$ cat config.mk
export PLATFORM = sky130hd
export DESIGN_NAME = multicycle_control
export DESIGN_NICKNAME = d
export VERILOG_FILES = /design/src/rtl/mips_ctrl_pkg.sv /design/src/rtl/funct_alu_decode.sv /design/src/rtl/multicycle_control.sv
export SDC_FILE = /design/constraint.sdc
export NUM_CORES = 1
export LEC_CHECK = 0
export CORE_UTILIZATION = 36
export DETAILED_ROUTE_END_ITERATION = 12
export SETUP_SLACK_MARGIN = 0.4
export SLEW_MARGIN = 20
export SYNTH_ARGS = -nofsm -noshare
export SYNTH_HDL_FRONTEND = slang
export SYNTH_HIERARCHICAL = 1
export SYNTH_SLANG_ARGS = --single-unit
$ cat constraint.sdc
create_clock -name clk -period 5.1 [get_ports clk]
set_input_delay 1.53 -clock clk [delete_from_list [all_inputs] [get_ports clk]]
set_output_delay 1.53 -clock clk [all_outputs]
set_load 0.05 [all_outputs]
$ cat src/rtl/mips_ctrl_pkg.sv
// Shared types and encodings for the multi-cycle MIPS32 control sequencer.
package mips_ctrl_pkg;

    typedef enum logic [3:0] {
        IDLE   = 4'd0,
        FETCH  = 4'd1,
        DECODE = 4'd2,
        EXEC   = 4'd3,
        ALUWB  = 4'd4,
        MEMADR = 4'd5,
        MEMRD  = 4'd6,
        MEMWB  = 4'd7,
        MEMWR  = 4'd8,
        BRANCH = 4'd9,
        ADDIEX = 4'd10,
        ADDIWB = 4'd11,
        JUMP   = 4'd12
    } state_t;

    localparam logic [5:0] OP_RTYPE = 6'h00;
    localparam logic [5:0] OP_LW    = 6'h23;
    localparam logic [5:0] OP_SW    = 6'h2B;
    localparam logic [5:0] OP_BEQ   = 6'h04;
    localparam logic [5:0] OP_ADDI  = 6'h08;
    localparam logic [5:0] OP_J     = 6'h02;

    localparam logic [5:0] FN_ADD = 6'h20;
    localparam logic [5:0] FN_SUB = 6'h22;
    localparam logic [5:0] FN_AND = 6'h24;
    localparam logic [5:0] FN_OR  = 6'h25;
    localparam logic [5:0] FN_NOR = 6'h27;
    localparam logic [5:0] FN_SLT = 6'h2A;

    localparam logic [2:0] ALU_ADD = 3'd0;
    localparam logic [2:0] ALU_SUB = 3'd1;
    localparam logic [2:0] ALU_AND = 3'd2;
    localparam logic [2:0] ALU_OR  = 3'd3;
    localparam logic [2:0] ALU_NOR = 3'd4;
    localparam logic [2:0] ALU_SLT = 3'd5;

    localparam logic [1:0] SRCB_REG    = 2'd0;
    localparam logic [1:0] SRCB_FOUR   = 2'd1;
    localparam logic [1:0] SRCB_IMM    = 2'd2;
    localparam logic [1:0] SRCB_IMM_SH = 2'd3;

    localparam logic [1:0] PCSRC_ALU    = 2'd0;
    localparam logic [1:0] PCSRC_ALUOUT = 2'd1;
    localparam logic [1:0] PCSRC_JUMP   = 2'd2;

    // States that sit on the memory handshake and are subject to the timeout.
    function automatic logic is_wait_state(input state_t s);
        return (s == FETCH) || (s == MEMRD) || (s == MEMWR);
    endfunction

endpackage

$ cat src/rtl/funct_alu_decode.sv
// Maps the R-type funct field to the 3-bit ALU operation; unknown functs fall back to add.
module funct_alu_decode
    import mips_ctrl_pkg::*;
(
    input  logic [5:0] func_field,
    output logic [2:0] alu_op
);

    // funct -> ALU op lookup
    always_comb begin
        alu_op = ALU_ADD;
        case (func_field)
            FN_ADD:  alu_op = ALU_ADD;
            FN_SUB:  alu_op = ALU_SUB;
            FN_AND:  alu_op = ALU_AND;
            FN_OR:   alu_op = ALU_OR;
            FN_NOR:  alu_op = ALU_NOR;
            FN_SLT:  alu_op = ALU_SLT;
            default: alu_op = ALU_ADD;
        endcase
    end

endmodule

$ cat src/rtl/multicycle_control.sv
// Main sequencer for the multi-cycle MIPS32 datapath: state register, memory wait counter,
// next-state logic and datapath control decode.
module multicycle_control
    import mips_ctrl_pkg::*;
#(
    parameter int unsigned TIMEOUT_CYCLES = 255
) (
    input  logic       clk,
    input  logic       reset_n,
    input  logic [5:0] opcode,
    input  logic [5:0] func_field,
    input  logic       zero,
    input  logic       mem_ready,
    output logic       mem_read,
    output logic       mem_write,
    output logic       iord,
    output logic       ir_write,
    output logic       pc_en,
    output logic [1:0] pc_source,
    output logic       alu_src_a,
    output logic [1:0] alu_src_b,
    output logic [2:0] alu_control,
    output logic       reg_dst,
    output logic       mem_to_reg,
    output logic       reg_write,
    output logic       instr_done,
    output logic       illegal_op,
    output logic       mem_timeout
);

    localparam logic [7:0] TIMEOUT_C = TIMEOUT_CYCLES[7:0];

    state_t     state_r;
    state_t     state_next_s;
    logic [7:0] wait_cnt_r;
    logic [2:0] exec_alu_op_s;
    logic       wait_state_s;
    logic       timeout_hit_s;
    logic       pc_write_s;
    logic       pc_write_cond_s;

    funct_alu_decode u_funct_alu_decode (
        .func_field (func_field),
        .alu_op     (exec_alu_op_s)
    );

    assign wait_state_s  = is_wait_state(state_r);
    assign timeout_hit_s = wait_state_s && !mem_ready && (wait_cnt_r == TIMEOUT_C);

    // State register
    always_ff @(posedge clk or negedge reset_n) begin
        if (!reset_n) begin
            state_r <= IDLE;
        end else begin
            state_r <= state_next_s;
        end
    end

    // Wait counter: restarts on every state change or completed handshake
    always_ff @(posedge clk or negedge reset_n) begin
        if (!reset_n) begin
            wait_cnt_r <= 8'd0;
        end else if ((state_next_s != state_r) || mem_ready) begin
            wait_cnt_r <= 8'd0;
        end else if (wait_state_s) begin
            wait_cnt_r <= wait_cnt_r + 8'd1;
        end else begin
            wait_cnt_r <= wait_cnt_r;
        end
    end

    // Next-state and control decode
    always_comb begin
        state_next_s    = state_r;
        mem_read        = 1'b0;
        mem_write       = 1'b0;
        iord            = 1'b0;
        ir_write        = 1'b0;
        pc_write_s      = 1'b0;
        pc_write_cond_s = 1'b0;
        pc_source       = PCSRC_ALU;
        alu_src_a       = 1'b0;
        alu_src_b       = SRCB_REG;
        alu_control     = ALU_ADD;
        reg_dst         = 1'b0;
        mem_to_reg      = 1'b0;
        reg_write       = 1'b0;
        instr_done      = 1'b0;
        illegal_op      = 1'b0;
        mem_timeout     = 1'b0;
        case (state_r)
            IDLE: state_next_s = FETCH;
            FETCH: begin
                alu_src_b = SRCB_FOUR;
                if (timeout_hit_s) begin
                    mem_timeout  = 1'b1;
                    state_next_s = IDLE;
                end else begin
                    mem_read = 1'b1;
                    if (mem_ready) begin
                        ir_write     = 1'b1;
                        pc_write_s   = 1'b1;
                        state_next_s = DECODE;
                    end else begin
                        state_next_s = FETCH;
                    end
                end
            end
            DECODE: begin
                alu_src_b = SRCB_IMM_SH;
                case (opcode)
                    OP_RTYPE:    state_next_s = EXEC;
                    OP_LW, OP_SW: state_next_s = MEMADR;
                    OP_BEQ:      state_next_s = BRANCH;
                    OP_ADDI:     state_next_s = ADDIEX;
                    OP_J:        state_next_s = JUMP;
                    default: begin
                        illegal_op   = 1'b1;
                        state_next_s = FETCH;
                    end
                endcase
            end
            EXEC: begin
                alu_src_a    = 1'b1;
                alu_control  = exec_alu_op_s;
                state_next_s = ALUWB;
            end
            ALUWB: begin
                reg_dst      = 1'b1;
                reg_write    = 1'b1;
                instr_done   = 1'b1;
                state_next_s = FETCH;
            end
            MEMADR: begin
                alu_src_a = 1'b1;
                alu_src_b = SRCB_IMM;
                if (opcode == OP_LW) begin
                    state_next_s = MEMRD;
                end else begin
                    state_next_s = MEMWR;
                end
            end
            MEMRD: begin
                iord = 1'b1;
                if (timeout_hit_s) begin
                    mem_timeout  = 1'b1;
                    state_next_s = IDLE;
                end else begin
                    mem_read = 1'b1;
                    if (mem_ready) begin
                        state_next_s = MEMWB;
                    end else begin
                        state_next_s = MEMRD;
                    end
                end
            end
            MEMWB: begin
                mem_to_reg   = 1'b1;
                reg_write    = 1'b1;
                instr_done   = 1'b1;
                state_next_s = FETCH;
            end
            MEMWR: begin
                iord = 1'b1;
                if (timeout_hit_s) begin
                    mem_timeout  = 1'b1;
                    state_next_s = IDLE;
                end else begin
                    mem_write = 1'b1;
                    if (mem_ready) begin
                        instr_done   = 1'b1;
                        state_next_s = FETCH;
                    end else begin
                        state_next_s = MEMWR;
                    end
                end
            end
            BRANCH: begin
                alu_src_a       = 1'b1;
                alu_control     = ALU_SUB;
                pc_write_cond_s = 1'b1;
                pc_source       = PCSRC_ALUOUT;
                instr_done      = 1'b1;
                state_next_s    = FETCH;
            end
            ADDIEX: begin
                alu_src_a    = 1'b1;
                alu_src_b    = SRCB_IMM;
                state_next_s = ADDIWB;
            end
            ADDIWB: begin
                reg_write    = 1'b1;
                instr_done   = 1'b1;
                state_next_s = FETCH;
            end
            JUMP: begin
                pc_write_s   = 1'b1;
                pc_source    = PCSRC_JUMP;
                instr_done   = 1'b1;
                state_next_s = FETCH;
            end
            default: state_next_s = IDLE;
        endcase
        pc_en = pc_write_s | (pc_write_cond_s & zero);
    end

endmodule

==> results of run 1 <==
-- cell type report --
class | count | area [sq um]
Clock buffer | 4 | 36.3
Fill cell | 311 | 1460
Inverter | 4 | 15.0
Multi-Input combinational cell | 125 | 875
Sequential cell | 12 | 300
Tap cell | 44 | 55.1
Timing Repair Buffer | 37 | 390
-- per-stage QoR --
step	std cells	cell area, sq um
after global routing	226	1670
after CTS	226	1670
after floorplan	147	1220
final	226	1670
after detailed placement	222	1640
after global placement	222	1640
-- kinds of logic after synthesis --
group | Yosys count | synth area share
adders and majority gates | 1 | 0.0103
buffers and inverters | 10 | 0.0339
xor gates and xnor gates | 9 | 0.0648
muxes | 1 | 0.00823
and+or+nand+nor | 79 | 0.434
AOI/OAI and AO/OA | 35 | 0.202
DFF | 12 | 0.247
-- report_power, final --
part,leakage (nW),switching [W],internal [W]
combinational,0.455,0.000386,0.000225
clock,0.0210,0.0000329,0.0000434
sequential,0.163,0.0000638,0.000110
total,0.639,0.000482,0.000378
-- placed cells by master, fill, tap and decap left out, types with 2 or more instances in the layout --
master,n
sky130_fd_sc_hd__nand2b_1,8
sky130_fd_sc_hd__nand4_1,2
sky130_fd_sc_hd__xnor2_1,6
sky130_fd_sc_hd__buf_12,4
sky130_fd_sc_hd__o21ai_1,2
sky130_fd_sc_hd__xor2_1,3
sky130_fd_sc_hd__nor3_1,11
sky130_fd_sc_hd__o22ai_1,5
sky130_fd_sc_hd__or3b_1,2
sky130_fd_sc_hd__o21ai_0,6
sky130_fd_sc_hd__a21oi_1,7
sky130_fd_sc_hd__clkdlybuf4s50_1,25
sky130_fd_sc_hd__nand3_1,3
sky130_fd_sc_hd__nor3b_1,3
sky130_fd_sc_hd__nor2_1,14
sky130_fd_sc_hd__and3_1,2
sky130_fd_sc_hd__buf_4,8
sky130_fd_sc_hd__inv_1,4
sky130_fd_sc_hd__clkbuf_4,3
sky130_fd_sc_hd__nor3_2,2
sky130_fd_sc_hd__dfrtp_1,12
sky130_fd_sc_hd__a31oi_1,2
sky130_fd_sc_hd__and2_1,6
sky130_fd_sc_hd__nand2_1,9
-- synth_stat cells, drive strengths merged (2+ instances only) --
library cell  number  area, sq um
nor2              14         52.6
nor3              13         75.1
dfrtp             12          300
nand2              9         33.8
o21ai              9         48.8
nand2b             8         50.1
a21oi              7         35.0
and2               6         37.5
xnor2              6         52.6
o22ai              5         31.3
buf                4         18.8
inv                4         15.0
nor3b              4         41.3
nand3              3         15.0
nor4               3         40.0
nor4b              3         47.5
xor2               3         26.3
a211oi             2         20.0
a31oi              2         12.5
and3               2         12.5
clkbuf             2         7.51
nand4              2         12.5
or3b               2         17.5
or4b               2         23.8
-- how the worst max path moves through the flow --
stage                   from             end  slack, ns  cells after the start
2_1_floorplan      mem_ready      instr_done       0.73                      4
3_3_place_gp       mem_ready        ir_write       0.60                      3
3_5_place_dp   func_field[3]  alu_control[2]       0.57                      5
4_1_cts        func_field[3]  alu_control[2]       0.56                      5
5_1_grt        func_field[3]  alu_control[2]       0.51                      5
6_report       func_field[3]  alu_control[2]       0.57                      5
-- registers in the layout, summed over array words and instances (netlist names) --
signal / count
wait_cnt_r: 8
state_r: 4
-- worst max-delay path, stage by stage --
cell,delay (ns)
sky130_fd_sc_hd__clkdlybuf4s50_1,0.51
sky130_fd_sc_hd__or3b_1,0.38
sky130_fd_sc_hd__a211oi_2,0.21
sky130_fd_sc_hd__and3_1,0.22
sky130_fd_sc_hd__buf_12,0.14
-- metal layers --
| metal | part of all wire | up-vias | track usage |
|---|---|---|---|
| li1 | - | 626 | - |
| met1 | 0.45 | 621 | 0.278 |
| met2 | 0.51 | 23 | 0.359 |
| met3 | 0.033 | 0 | 0.0476 |
| met4 | 0 | 0 | 0.0233 |
| met5 | 0 | - | 0 |
==> metrics.txt, run 1 <==
# TYPE chip_impl_metric gauge
chip_impl_info{name="status",value="completed"} 1
chip_impl_metric{name="post_synth_num_cell_types",unit=""} 55
chip_impl_metric{name="final_setup_violating_endpoints",unit=""} 0
chip_impl_info{name="min_from",value="wait_cnt_r[7]"} 1
chip_impl_metric{name="routed_via_density",unit=""} 5.62
chip_impl_metric{name="setup.reg_to_reg.worst_slack",unit="ns"} 2.96
chip_impl_metric{name="rows",unit=""} 20
chip_impl_metric{name="firstDrtPassIters",unit=""} 4
chip_impl_metric{name="timing_worst_slew_pin_value",unit="ns"} 0.579
chip_impl_metric{name="cp.required",unit="ns"} 3.57
chip_impl_metric{name="syn-mean-instance-area",unit="sq um"} 8.27
chip_impl_metric{name="antenna_found_initial",unit=""} 0
chip_impl_metric{name="clock_sink_count",unit=""} 12
chip_impl_metric{name="drcViolationCount",unit=""} 0
chip_impl_info{name="ys.flop_type",value="sky130_fd_sc_hd__dfrtp_1"} 1
chip_impl_metric{name="async_reset_ff_frac",unit=""} 1.00
chip_impl_metric{name="peakVddDrop",unit="mV"} 0.298
chip_impl_metric{name="initial_utilization",unit=""} 0.389
chip_impl_metric{name="synth_seq_area_share",unit=""} 0.247
chip_impl_metric{name="grt_pass1_vias",unit=""} 1210
chip_impl_metric{name="cts-resized-gates",unit=""} 0
chip_impl_metric{name="min_period",unit="ns"} 4.53
chip_impl_metric{name="grt_max_degree",unit=""} 20
chip_impl_metric{name="groute.usage.overall",unit=""} 0.211
chip_impl_metric{name="chip_width",unit="um"} 60.1
chip_impl_metric{name="timing.slew.headroom",unit=""} 0.608
chip_impl_metric{name="report.power.total",unit="W"} 0.000860
chip_impl_metric{name="port-buffer-count",unit=""} 34
chip_impl_metric{name="design.final.nets",unit=""} 200
chip_impl_metric{name="synth.net_count",unit=""} 164
chip_impl_info{name="hold-path-endpoint",value="wait_cnt_r[7]"} 1
chip_impl_info{name="critical_path_start_end_classification",value="in -> out"} 1
chip_impl_metric{name="maximum_buffer_depth_of_the_clock_tree",unit=""} 2
chip_impl_info{name="critical_path.reg2reg.endpoint",value="wait_cnt_r[1]"} 1
chip_impl_metric{name="fmaxAchievable",unit="GHz"} 0.221
chip_impl_metric{name="drive_gt1_frac",unit=""} 0.159
chip_impl_metric{name="synth_enable_flop_cells",unit=""} 0
chip_impl_metric{name="worst_reg2reg_path_length_in_cells",unit=""} 4
chip_impl_metric{name="fin_worst_skew",unit="ns"} 0.0103
chip_impl_metric{name="finalHoldWorstSlack",unit="ns"} 0.573
chip_impl_metric{name="cp_max_fo",unit=""} 4
chip_impl_info{name="hold_path_class",value="reg -> reg"} 1
chip_impl_metric{name="cts_buf_count",unit=""} 3
chip_impl_metric{name="timing_max_transition_violations_final",unit=""} 0
chip_impl_metric{name="place_worst_setup_slack",unit="ns"} 0.569
chip_impl_metric{name="p_leak",unit="nW"} 0.639
chip_impl_metric{name="placeableCoreArea",unit="sq mm"} 0.00313
chip_impl_metric{name="finalHoldViolations",unit=""} 0
chip_impl_metric{name="synth_warnings",unit=""} 6
chip_impl_metric{name="area_growth_syn_to_layout",unit="%"} 37.4
chip_impl_metric{name="final_worst_slack",unit="ns"} 0.573
chip_impl_metric{name="postCtsSetupBuffers",unit=""} 0
chip_impl_metric{name="finalCritPeriodShare",unit=""} 0.888
chip_impl_metric{name="design.die.area",unit="sq mm"} 0.00361
chip_impl_metric{name="post-route-util",unit=""} 0.534
chip_impl_metric{name="weighted_congestion_at_the_end_of_routability_driven_global_placement",unit=""} 0.815
chip_impl_metric{name="netlist_area",unit="sq mm"} 0.00122
chip_impl_info{name="tritoncts",value="built"} 1
chip_impl_metric{name="drt_iter0_drc",unit=""} 50
chip_impl_metric{name="post_drt_wl_per_cell",unit="um"} 15.0
chip_impl_info{name="grt_setup_unrepaired",value="no"} 1
chip_impl_metric{name="postSynthRegisterBits",unit=""} 12
chip_impl_metric{name="worst_hold_path.num_cells",unit=""} 2
chip_impl_metric{name="grt-ovfl-total",unit=""} 0
chip_impl_metric{name="num_vias",unit=""} 1270
chip_impl_metric{name="antenna_diodes",unit=""} 0
chip_impl_metric{name="timing.setup.tns",unit="ns"} 0
chip_impl_metric{name="antenna_violating_nets_post_route",unit=""} 0
chip_impl_metric{name="wl",unit="um"} 3380
chip_impl_info{name="setup.worst_path.start_class",value="input port"} 1
chip_impl_metric{name="timing.critical_path.arrival",unit="ns"} 3.00
chip_impl_metric{name="cts.hold.buffers_added",unit=""} 0
chip_impl_metric{name="syn-instance-count",unit=""} 147
chip_impl_metric{name="power_density",unit="mW/mm^2"} 515
chip_impl_metric{name="grt_first_pass_wirelength",unit="um"} 5770
chip_impl_metric{name="dpl.hpwl",unit="um"} 2700
chip_impl_metric{name="clk_pin_slew_worst_paths",unit="ns"} 0.08
chip_impl_metric{name="worst_skew_pair.late_latency",unit="ns"} 0.28
chip_impl_info{name="crit_end_category",value="primary output"} 1
chip_impl_info{name="timing.rr.start",value="state_r[2]"} 1
chip_impl_metric{name="ios",unit=""} 35
chip_impl_info{name="cts_root_buffer",value="sky130_fd_sc_hd__clkbuf_4"} 1
chip_impl_metric{name="h-tree-depth",unit=""} 1
chip_impl_metric{name="floorplan.die.height",unit="um"} 60.1
chip_impl_metric{name="number_of_max_capacitance_violations_reported",unit=""} 0
No activity file was read; power rests on OpenSTA's default activity.
==> run 2, diff against run 1 <==
--- a/config.mk
+++ b/config.mk
@@ -7,6 +7,7 @@
 export LEC_CHECK = 0
 export CORE_UTILIZATION = 36
 export DETAILED_ROUTE_END_ITERATION = 12
+export REMOVE_ABC_BUFFERS = 1
 export SETUP_SLACK_MARGIN = 0.4
 export SLEW_MARGIN = 20
 export SYNTH_ARGS = -nofsm -noshare
==> run 2 against run 1 <==
  * Combinational power grew 2%
  * Register-to-register slack lost 0.09 ns
  * Via count grew 1.8%
  * Clock skew shrank 0.0046 ns
  * Hold slack lost 0.011 ns
  * Non-clock buffer count is the same
  * Worst setup slack lost 0.11 ns
  * Sequential share of layout area is the same
  * Critical endpoint is now ir_write
  * Largest cell class unchanged
==> metrics.txt, run 2 (synthesis gave the netlist of run 1 again) <==
# TYPE chip_impl_metric gauge
chip_impl_metric{name="timing.setup.tns",unit="ns"} 0
chip_impl_metric{name="antenna_violating_nets_post_route",unit=""} 0
chip_impl_metric{name="number_of_max_capacitance_violations_reported",unit=""} 0
chip_impl_info{name="cts_root_buffer",value="sky130_fd_sc_hd__clkbuf_4"} 1
chip_impl_info{name="grt_setup_unrepaired",value="no"} 1
chip_impl_metric{name="dpl.hpwl",unit="um"} 2480
chip_impl_metric{name="postCtsSetupBuffers",unit=""} 0
chip_impl_metric{name="weighted_congestion_at_the_end_of_routability_driven_global_placement",unit=""} 0.834
chip_impl_metric{name="timing.slew.headroom",unit=""} 0.493
chip_impl_info{name="path_cells",value="clkdlybuf4s50_1 > buf_4 > and2_1 > clkdlybuf4s50_1"} 1
chip_impl_metric{name="drt_iter0_drc",unit=""} 69
chip_impl_metric{name="rows",unit=""} 20
chip_impl_metric{name="largest_register_ffs",unit=""} 8
chip_impl_metric{name="initial_utilization",unit=""} 0.389
chip_impl_info{name="mostFrequentLayoutCell",value="sky130_fd_sc_hd__clkdlybuf4s50_1"} 1
chip_impl_metric{name="ios",unit=""} 35
chip_impl_metric{name="placeableCoreArea",unit="sq mm"} 0.00313
chip_impl_metric{name="grt_util_met3",unit=""} 0.0519
chip_impl_metric{name="post_drt_wl_per_cell",unit="um"} 14.1
chip_impl_metric{name="timing_worst_slew_pin_value",unit="ns"} 0.758
chip_impl_metric{name="groute.usage.overall",unit=""} 0.190
chip_impl_metric{name="routed_via_density",unit=""} 5.72
chip_impl_metric{name="cts_buf_count",unit=""} 3
chip_impl_metric{name="timing.critical_path.arrival",unit="ns"} 3.10
chip_impl_metric{name="cp.required",unit="ns"} 3.57
chip_impl_metric{name="power_density",unit="mW/mm^2"} 510
chip_impl_info{name="hold_path_class",value="reg -> reg"} 1
chip_impl_metric{name="placedCellCount",unit=""} 222
chip_impl_info{name="critical_path_start_end_classification",value="in -> out"} 1
chip_impl_metric{name="register_area",unit="sq um"} 300
chip_impl_info{name="setup.worst_path.start",value="mem_ready"} 1
chip_impl_metric{name="finalHoldWorstSlack",unit="ns"} 0.562
chip_impl_metric{name="port-buffer-count",unit=""} 34
chip_impl_metric{name="layoutNonFillerInstCount",unit=""} 226
chip_impl_metric{name="grt_max_degree",unit=""} 20
chip_impl_metric{name="worst_skew_pair.late_latency",unit="ns"} 0.28
chip_impl_metric{name="wl",unit="um"} 3180
chip_impl_info{name="tritoncts",value="built"} 1
chip_impl_metric{name="fmaxAchievable",unit="GHz"} 0.216
chip_impl_metric{name="cp_slowest_stage_delay",unit="ns"} 0.82
chip_impl_metric{name="clk_pin_slew_worst_paths",unit="ns"} 0.08
chip_impl_metric{name="floorplan.die.height",unit="um"} 60.1
chip_impl_info{name="min_from",value="wait_cnt_r[7]"} 1
chip_impl_metric{name="firstDrtPassIters",unit=""} 4
chip_impl_metric{name="design.final.nets",unit=""} 200
chip_impl_metric{name="grt_pass1_vias",unit=""} 1168
chip_impl_metric{name="dpl-instance-area",unit="sq mm"} 0.00164
chip_impl_metric{name="fin_worst_skew",unit="ns"} 0.00577
chip_impl_metric{name="num_vias",unit=""} 1293
chip_impl_metric{name="grt_util_met1",unit=""} 0.245
chip_impl_metric{name="grt-ovfl-total",unit=""} 0
chip_impl_metric{name="antenna_diodes",unit=""} 0
chip_impl_metric{name="chip_width",unit="um"} 60.1
chip_impl_info{name="status",value="completed"} 1
chip_impl_metric{name="timing_max_transition_violations_final",unit=""} 0
chip_impl_info{name="timing.rr.start",value="state_r[0]"} 1
chip_impl_info{name="max_flop_register",value="wait_cnt_r"} 1
chip_impl_info{name="biggestRegsByFlops",value="wait_cnt_r: 8 flops, state_r: 4 flops"} 1
chip_impl_metric{name="drive_gt1_frac",unit=""} 0.159
chip_impl_metric{name="min_period",unit="ns"} 4.63
chip_impl_metric{name="finish.instance_area",unit="sq mm"} 0.00167
chip_impl_metric{name="final.fill_count",unit=""} 302
chip_impl_metric{name="final_setup_violating_endpoints",unit=""} 0
chip_impl_info{name="layout_common_cells",value="sky130_fd_sc_hd__clkdlybuf4s50_1 (25), sky130_fd_sc_hd__nor2_1 (14), sky130_fd_sc_hd__dfrtp_1 (12), sky130_fd_sc_hd__nor3_1 (11), sky130_fd_sc_hd__nand2_1 (9)"} 1
chip_impl_metric{name="design.die.area",unit="sq mm"} 0.00361
chip_impl_metric{name="h-tree-depth",unit=""} 1
chip_impl_info{name="setup.worst_path.start_class",value="input port"} 1
chip_impl_metric{name="finalCritPeriodShare",unit=""} 0.909
chip_impl_metric{name="place_worst_setup_slack",unit="ns"} 0.453
chip_impl_metric{name="grt_first_pass_wirelength",unit="um"} 5170
chip_impl_metric{name="clock_sink_count",unit=""} 12
chip_impl_metric{name="final_worst_slack",unit="ns"} 0.465
chip_impl_metric{name="multiInputGateArea",unit="sq um"} 875
chip_impl_metric{name="area_growth_syn_to_layout",unit="%"} 37.4
chip_impl_metric{name="cts.hold.buffers_added",unit=""} 0
chip_impl_info{name="crit_end_category",value="primary output"} 1
chip_impl_metric{name="antenna_found_initial",unit=""} 0
chip_impl_info{name="timing.critical_path.mode_cell",value="sky130_fd_sc_hd__clkdlybuf4s50_1"} 1
chip_impl_info{name="crit_slowest_cell",value="sky130_fd_sc_hd__clkdlybuf4s50_1"} 1
chip_impl_metric{name="cp_max_fo",unit=""} 7
chip_impl_info{name="globalRoute.busiestLayer",value="met2"} 1
chip_impl_metric{name="cts-resized-gates",unit=""} 0
chip_impl_metric{name="finalHoldViolations",unit=""} 0
chip_impl_metric{name="drcViolationCount",unit=""} 0
chip_impl_metric{name="global_route.usage.met2",unit=""} 0.308
chip_impl_metric{name="p_leak",unit="nW"} 0.640
chip_impl_metric{name="peakVddDrop",unit="mV"} 0.164
chip_impl_metric{name="maximum_buffer_depth_of_the_clock_tree",unit=""} 2
## run 2: power breakdown
part,switching (W),total (W),leakage [nW],internal [W]
Sequential,0.0000456,0.000155,0.163,0.000110
Combinational,0.000400,0.000622,0.455,0.000221
Clock,0.0000326,0.0000760,0.0210,0.0000434
## run 2: critical path: cells and delay by family
family / cells / cell delay (ns)
buf+inv: 3 / 1.42
simple gates: 1 / 0.15
## run 2: stage by stage
step	utilization	power [W]
2_1_floorplan	-	0.000580
5_1_grt	0.534	0.000908
3_3_place_gp	0.523	0.000775
4_1_cts	0.534	0.000856
3_5_place_dp	0.523	0.000776
6_report	0.534	0.000853
## run 2: final timing paths
kind / endpoint / slack, ns / cells after the start
min in group asynchronous: state_r[3] / 1.59 / 1
max in group asynchronous: state_r[2] / 3.15 / 1
worst max-delay path: ir_write / 0.47 / 4
worst min register to register: wait_cnt_r[7] / 0.56 / 2
worst min-delay path: wait_cnt_r[7] / 0.56 / 2
worst max register to register: wait_cnt_r[6] / 2.87 / 5
## run 2: cell type report
class	instances	area share
multi-input combinational	125	0.523
timing repair buffer	37	0.234
sequential	12	0.180
tap	44	0.0329
clock buffer	4	0.0217
inverter	4	0.00898
## run 2: layer usage
metal	vias to the layer above	wire length (um)
li1	621	-
met1	636	1430
met2	34	1580
met3	2	148
met4	0	15
met5	-	0
